$ cat config.mk
export PLATFORM = sky130hd
export DESIGN_NAME = calc_alu_seq
export DESIGN_NICKNAME = d
export VERILOG_FILES = /design/src/rtl/calc_pkg.sv /design/src/rtl/calc_iter_dp.sv /design/src/rtl/calc_alu_seq.sv
export SDC_FILE = /design/constraint.sdc
export NUM_CORES = 1
export LEC_CHECK = 0
export CAP_MARGIN = 15
export CORE_UTILIZATION = 47
export CTS_BUF_LIST = sky130_fd_sc_hd__clkbuf_4
export DETAILED_ROUTE_END_ITERATION = 8
export HOLD_SLACK_MARGIN = 0.03
export PLACE_DENSITY = 0.64
export RECOVER_POWER = 100
export REMOVE_ABC_BUFFERS = 1
export SETUP_SLACK_MARGIN = 0.15
export SLEW_MARGIN = 0
export SYNTH_ARGS = -nofsm -noshare
export SYNTH_HDL_FRONTEND = slang
export SYNTH_SLANG_ARGS = --single-unit
$ cat constraint.sdc
create_clock -name clk -period 4 [get_ports clk]
set_input_delay 0.4 -clock clk [delete_from_list [all_inputs] [get_ports clk]]
set_output_delay 0.4 -clock clk [all_outputs]
set_load 0.01 [all_outputs]
$ cat src/rtl/calc_pkg.sv
// Shared definitions for the calculator arithmetic sequencer.
// Op codes share their encoding with the key/state controller (calcul).
// Sequencer state encodings are used by calc_alu_seq.
package calc_pkg;

  localparam logic [1:0] OP_ADD = 2'b00;
  localparam logic [1:0] OP_SUB = 2'b01;
  localparam logic [1:0] OP_MUL = 2'b10;
  localparam logic [1:0] OP_DIV = 2'b11;

  typedef enum logic [2:0] {
    S_IDLE = 3'd0,
    S_LOAD = 3'd1,
    S_MUL  = 3'd2,
    S_DIV  = 3'd3,
    S_DONE = 3'd4
  } state_t;

endpackage

$ cat src/rtl/calc_iter_dp.sv
// Iterative datapath for shift-add multiply and restoring divide.
// Latency: one step per cycle, W steps per operation; the step's next values are
//          exposed combinationally so the controller can capture the final step.
// Backpressure: none; the controller drives i_init/i_step directly.
// Ports:
//   clk, rst        clock and synchronous active-high reset (clears all regs)
//   i_init          load operands, clear accumulator, counter = W-1
//   i_step          perform one iteration (mode chosen by i_div)
//   i_div           1 = divide step, 0 = multiply step
//   i_a, i_b        operands (multiplier/dividend, multiplicand/divisor)
//   o_last          counter at zero: the current step is the final one
//   o_prod_nxt      product after the current multiply step
//   o_quot_nxt      quotient after the current divide step
//   o_rem_nxt       partial remainder after the current divide step
module calc_iter_dp #(
  parameter int W = 16
) (
  input  logic           clk,
  input  logic           rst,
  input  logic           i_init,
  input  logic           i_step,
  input  logic           i_div,
  input  logic [W-1:0]   i_a,
  input  logic [W-1:0]   i_b,
  output logic           o_last,
  output logic [2*W-1:0] o_prod_nxt,
  output logic [W-1:0]   o_quot_nxt,
  output logic [W-1:0]   o_rem_nxt
);

  localparam int CW = $clog2(W);

  // r_acc: upper product half (mul) or partial remainder (div).
  // r_q:   multiplier shifting out LSB first (mul) or dividend shifting out
  //        MSB first while quotient bits shift in at the bottom (div).
  logic [W-1:0]  r_acc;
  logic [W-1:0]  r_q;
  logic [W-1:0]  r_b;
  logic [CW-1:0] r_cnt;

  logic [W:0]    w_madd;
  logic [W:0]    w_shift;
  logic          w_ge;
  logic [W-1:0]  w_diff;
  logic [W-1:0]  w_acc_div;
  logic [W-1:0]  w_q_div;

  // Multiply: add multiplicand into the upper half when the current
  // multiplier bit is set, then shift the whole {carry, acc, q} right.
  assign w_madd     = {1'b0, r_acc} + (r_q[0] ? {1'b0, r_b} : '0);
  assign o_prod_nxt = {w_madd, r_q[W-1:1]};

  // Divide: bring in the next dividend bit; the shifted value is below 2*b,
  // so when it is >= b the difference always fits in W bits.
  assign w_shift    = {r_acc, r_q[W-1]};
  assign w_ge       = (w_shift >= {1'b0, r_b});
  assign w_diff     = w_shift[W-1:0] - r_b;
  assign w_acc_div  = w_ge ? w_diff : w_shift[W-1:0];
  assign w_q_div    = {r_q[W-2:0], w_ge};
  assign o_quot_nxt = w_q_div;
  assign o_rem_nxt  = w_acc_div;

  assign o_last = (r_cnt == '0);

  always_ff @(posedge clk) begin
    if (rst) begin
      r_acc <= '0;
      r_q   <= '0;
      r_b   <= '0;
      r_cnt <= '0;
    end else if (i_init) begin
      r_acc <= '0;
      r_q   <= i_a;
      r_b   <= i_b;
      r_cnt <= CW'(W - 1);
    end else if (i_step) begin
      if (i_div) begin
        r_acc <= w_acc_div;
        r_q   <= w_q_div;
      end else begin
        r_acc <= w_madd[W:1];
        r_q   <= {w_madd[0], r_q[W-1:1]};
      end
      r_cnt <= r_cnt - 1'b1;
    end
  end

endmodule

$ cat src/rtl/calc_alu_seq.sv
// Multi-cycle arithmetic sequencer: add/sub in one compute cycle, mul/div iterative.
// Latency: add/sub/div-by-zero done 2 cycles after start; mul/div done W+2 cycles after.
// Backpressure: start is only sampled in IDLE; starts while busy/done are dropped.
// Ports:
//   clk, rst, esc   clock, synchronous active-high reset, synchronous abort
//   start, op, a, b request; operands and op latched on accepted start
//   busy, done      busy from cycle after accept through DONE; done one-cycle pulse
//   result, rem     2W-bit result (sum/|diff|/product/quotient), divide remainder
//   neg, err        sub a<b flag, divide-by-zero flag
module calc_alu_seq
  import calc_pkg::*;
#(
  parameter int W = 16
) (
  input  logic           clk,
  input  logic           rst,
  input  logic           esc,
  input  logic           start,
  input  logic [1:0]     op,
  input  logic [W-1:0]   a,
  input  logic [W-1:0]   b,
  output logic           busy,
  output logic           done,
  output logic [2*W-1:0] result,
  output logic [W-1:0]   rem,
  output logic           neg,
  output logic           err
);

  state_t         r_state;
  logic [1:0]     r_op;
  logic [W-1:0]   r_a;
  logic [W-1:0]   r_b;

  logic           w_clr;
  logic           w_init;
  logic           w_step;
  logic           w_last;
  logic [2*W-1:0] w_prod_nxt;
  logic [W-1:0]   w_quot_nxt;
  logic [W-1:0]   w_rem_nxt;
  logic [W:0]     w_sum;
  logic [W-1:0]   w_a_minus_b;
  logic [W-1:0]   w_b_minus_a;

  // ESC behaves exactly like reset, including the datapath registers.
  assign w_clr  = rst | esc;
  // Initialising in LOAD for every op is harmless for add/sub and saves decode.
  assign w_init = (r_state == S_LOAD);
  assign w_step = (r_state == S_MUL) || (r_state == S_DIV);

  assign w_sum       = {1'b0, r_a} + {1'b0, r_b};
  assign w_a_minus_b = r_a - r_b;
  assign w_b_minus_a = r_b - r_a;

  calc_iter_dp #(.W(W)) u_dp (
    .clk        (clk),
    .rst        (w_clr),
    .i_init     (w_init),
    .i_step     (w_step),
    .i_div      (r_state == S_DIV),
    .i_a        (r_a),
    .i_b        (r_b),
    .o_last     (w_last),
    .o_prod_nxt (w_prod_nxt),
    .o_quot_nxt (w_quot_nxt),
    .o_rem_nxt  (w_rem_nxt)
  );

  always_ff @(posedge clk) begin
    if (w_clr) begin
      r_state <= S_IDLE;
      r_op    <= OP_ADD;
      r_a     <= '0;
      r_b     <= '0;
      busy    <= 1'b0;
      done    <= 1'b0;
      result  <= '0;
      rem     <= '0;
      neg     <= 1'b0;
      err     <= 1'b0;
    end else begin
      case (r_state)
        S_IDLE: begin
          done <= 1'b0;
          if (start) begin
            r_op    <= op;
            r_a     <= a;
            r_b     <= b;
            busy    <= 1'b1;
            // Flags of the previous result are dropped as soon as a new
            // operation begins; result itself holds until the new DONE.
            rem     <= '0;
            neg     <= 1'b0;
            err     <= 1'b0;
            r_state <= S_LOAD;
          end
        end

        S_LOAD: begin
          case (r_op)
            OP_ADD: begin
              result  <= {{(W-1){1'b0}}, w_sum};
              done    <= 1'b1;
              r_state <= S_DONE;
            end
            OP_SUB: begin
              if (r_a >= r_b) begin
                result <= {{W{1'b0}}, w_a_minus_b};
                neg    <= 1'b0;
              end else begin
                result <= {{W{1'b0}}, w_b_minus_a};
                neg    <= 1'b1;
              end
              done    <= 1'b1;
              r_state <= S_DONE;
            end
            OP_MUL: begin
              r_state <= S_MUL;
            end
            default: begin
              if (r_b == '0) begin
                err     <= 1'b1;
                result  <= '0;
                rem     <= '0;
                done    <= 1'b1;
                r_state <= S_DONE;
              end else begin
                r_state <= S_DIV;
              end
            end
          endcase
        end

        // Final step's results are taken from the datapath's next-value
        // outputs so DONE is entered on the same edge as the last iteration.
        S_MUL: begin
          if (w_last) begin
            result  <= w_prod_nxt;
            done    <= 1'b1;
            r_state <= S_DONE;
          end
        end

        S_DIV: begin
          if (w_last) begin
            result  <= {{W{1'b0}}, w_quot_nxt};
            rem     <= w_rem_nxt;
            done    <= 1'b1;
            r_state <= S_DONE;
          end
        end

        S_DONE: begin
          done    <= 1'b0;
          busy    <= 1'b0;
          r_state <= S_IDLE;
        end

        default: begin
          done    <= 1'b0;
          busy    <= 1'b0;
          r_state <= S_IDLE;
        end
      endcase
    end
  end

endmodule

==> metrics.cfg <==
[status]
outcome = finished, violations left
violations = max-capacitance violations, max-slew violations

[logic_synthesis]
synth-simple-area-share_pct = 19.1
async_reset_ff_share_pct = 0
synth-xor-area-share_pct = 3.40
yosysTopAreaCell = dfxtp_1
avgSynthCellArea_um2 = 7.72
yosys.area_share.adder_pct = 11.5
synthMuxAreaShare_pct = 2.98
synth-main-ff-cell = dfxtp_1
synth-seq-area-share_pct = 29.6
synth_compound_area_share_pct = 27.3
synth_top_cells_by_area = dfxtp_1 (30%), ha_1 (10%), a21oi_1 (8.2%)
yosysUniqueCellTypes = 72
ys_ff_latch = 141
ys_warn_count = 0
synth_edf_count = 0
syn_inst = 1235
yosysTopAreaCellShare_pct = 29.6
syn-cell-area_um2 = 9530
synth_top_family_by_area = compound AO/OA/AOI/OAI gates

[pwr]
swShare_pct = 32.5
p_seq_share_pct = 47.1
p_leak_nw = 4.56
power.switching_w = 0.00101
ir_worst_vdd_v = 0.000171
pwr-share-clk_pct = 34.5
intPower_w = 0.00209
combPwrFrac_pct = 18.4
power_density_nw_per_um2 = 281

[detailed_routing]
first_pass_iters = 6
viasPerCell = 5.85
drc = 0
wire_per_inst_um = 19.8
drtIter0Drc = 702
antenna_left = 0
dr_total_vias = 9282
routed_wl_um = 31400

[placed_design]
gp_congestion = 0.948
io_buffers = 89
dp_hpwl_um = 23400
dpl_worst_slack_ns = 0.559

[clock_network]
hold_buffers = 0
ctsResizeCount = 0
numClockSinks = 141
clk_path_buf_depth = 2
cts_setup_buffers = 0
clockRootBuffer = clkbuf_4
htreeDepth = 4
cts_tree = yes
insertion_delay_ns = 0.59
clk_pin_slew_worst_paths_ns = 0.15
cts_buffers = 17

[sta]
slew_headroom_pct = -35.1
rsz0062_at_grt = false
post-route-period-util_pct = 90.5
setup_violations = 0
drv_slew = 53
skew_ns = 0.0315
setup_ws_ns = 0.381
setup_tns_ns = 0
holdWs_ns = 0.330
hold_violations = 0
min_period_ns = 3.62
worst_pin_slew_ns = 2.03
fmaxAchievable_mhz = 276

[die]
die_x_um = 144
initial_core_util_pct = 48.5
fp.dieArea_um2 = 20900
fp.dieH_um = 144
pin_count = 90
core_um2 = 19700
rows = 51

[setup_path]
crit_buf_inv = 1
cp_num_cells = 9
endpoint_kind = flip-flop
start_kind = flip-flop
worst-path-max-fanout = 25
cp_cell_sequence = clkbuf_1 -> nor2b_1 -> nor2_2 -> nand2_1 -> nor2_1 -> a221oi_1 -> o211ai_1 -> o21ai_0 -> nor2_1
worstRegToRegCells = 9
worst_path_most_repeated_cell = nor2_1
cp_data_required_time_ns = 4.41
worstPathArrival_ns = 4.02
path_class = flip-flop to flip-flop
cp_slowest_stage_delay_ns = 0.90
crit_slowest_cell = clkbuf_1
critPathTopFamily = simple AND/OR/NAND/NOR gates

[final_layout]
num-fill-cells = 1981
area_delta_synth_final_pct = 15.7
utilization_pct = 56.1
multi_input_area_um2 = 6150
final_cell_mix = nand2_1 (171), a21oi_1 (157), dfxtp_1 (141)
regArea_um2 = 2820
drive_gt1_share_pct = 6.90
layout_commonest_cell = nand2_1
fin_nets = 1430

[hold_path]
hold_path.class = primary input to flip-flop
holdPathStages = 3

[global_route]
grt_usage_pct = 30.9
grt_start_max_net_pins = 53
grt_pass1_wl_um = 48500
antenna_found_initial = 2
grt_overflow = 0
first_global_vias = 8523

[job]
drv_cap = 1

-- layer usage --
layer	part of all wire [%]	global-route usage [%]	vias to the layer above
li1	-	-	4549
met1	45	41.7	4347
met2	45	49.6	320
met3	6.3	4.64	66
met4	3.0	11.2	0
met5	0	0	-
-- through the flow --
stage,cell area (um2),power [W],instances
final,11000,0.00309,1586
after global routing,11000,0.00323,1586
after CTS,11100,0.00312,1584
after detailed placement,10800,0.00205,1553
after global placement,10800,0.00206,1553
after floorplan,9230,0.00184,1162
-- path summary, 6_finish.rpt --
kind / from / to / slack, ns
max: r_state[1]$_SDFFE_PP0P_ / result[1]$_SDFFE_PP0P_ / 0.38
min: a[8] / r_a[8]$_SDFFE_PP0P_ / 0.33
max reg2reg: r_state[1]$_SDFFE_PP0P_ / result[1]$_SDFFE_PP0P_ / 0.38
min reg2reg: rem[5]$_SDFFE_PP0P_ / rem[5]$_SDFFE_PP0P_ / 0.46
-- state kept, by name (all words and copies together), names as in the netlist --
| register | cells |
|---|---|
| u_dp.r_q | 16 |
| err | 1 |
| r_op | 2 |
| busy | 1 |
| rem | 16 |
| u_dp.r_b | 16 |
| neg | 1 |
| r_a | 16 |
| r_state | 3 |
| u_dp.r_acc | 16 |
| r_b | 16 |
| u_dp.r_cnt | 4 |
| result | 32 |
| done | 1 |
-- cells in the mapped netlist, drive strengths merged (12+ instances only) --
master	n
inv	74
o221ai	12
a22oi	12
a221oi	16
o21a	12
nor2	101
xnor2	25
a21oi	159
and2	24
a21o	25
o221a	14
buf	13
nor3b	14
nand2	171
xor2	12
ha	80
nand3	13
o211ai	14
a31oi	12
clkbuf	60
nand2b	14
o21ai	61
dfxtp	141
nor3	23
mux2i	25
-- final cells by class --
cell class / instances / share of cell area [%]
Multi-Input combinational cell: 947 / 55.7
Sequential cell: 141 / 25.6
Timing Repair Buffer: 126 / 10.3
Tap cell: 265 / 3.01
Inverter: 74 / 2.52
Clock inverter: 14 / 1.68
Clock buffer: 17 / 1.16
Antenna cell: 2 / 0.0454
-- power by group through the flow --
stage	sequential, W	clock, W	combinational, W
floorplan	0.00148	0	0.000352
global placement	0.00149	0	0.000570
detailed placement	0.00149	0	0.000565
CTS	0.00146	0.00109	0.000569
global route	0.00146	0.00115	0.000618
finish	0.00146	0.00107	0.000568
-- logic make-up after synthesis --
logic type,count (synthesis)
AO/OA/AOI/OAI,398
XOR/XNOR,37
adder cells (fa/ha/maj),85
buffers and inverters,147
flip-flops,141
multiplexers,28
AND/OR/NAND/NOR,399
-- worst register-to-register path, stage by stage, from the launching register on --
cell      delay (ns)
dfxtp_1         0.39
clkbuf_1        0.90
nor2b_1         0.77
nor2_2          0.28
nand2_1         0.37
nor2_1          0.07
a221oi_1        0.28
o211ai_1        0.20
o21ai_0         0.12
nor2_1          0.05
(Power assumes the default switching activity.)
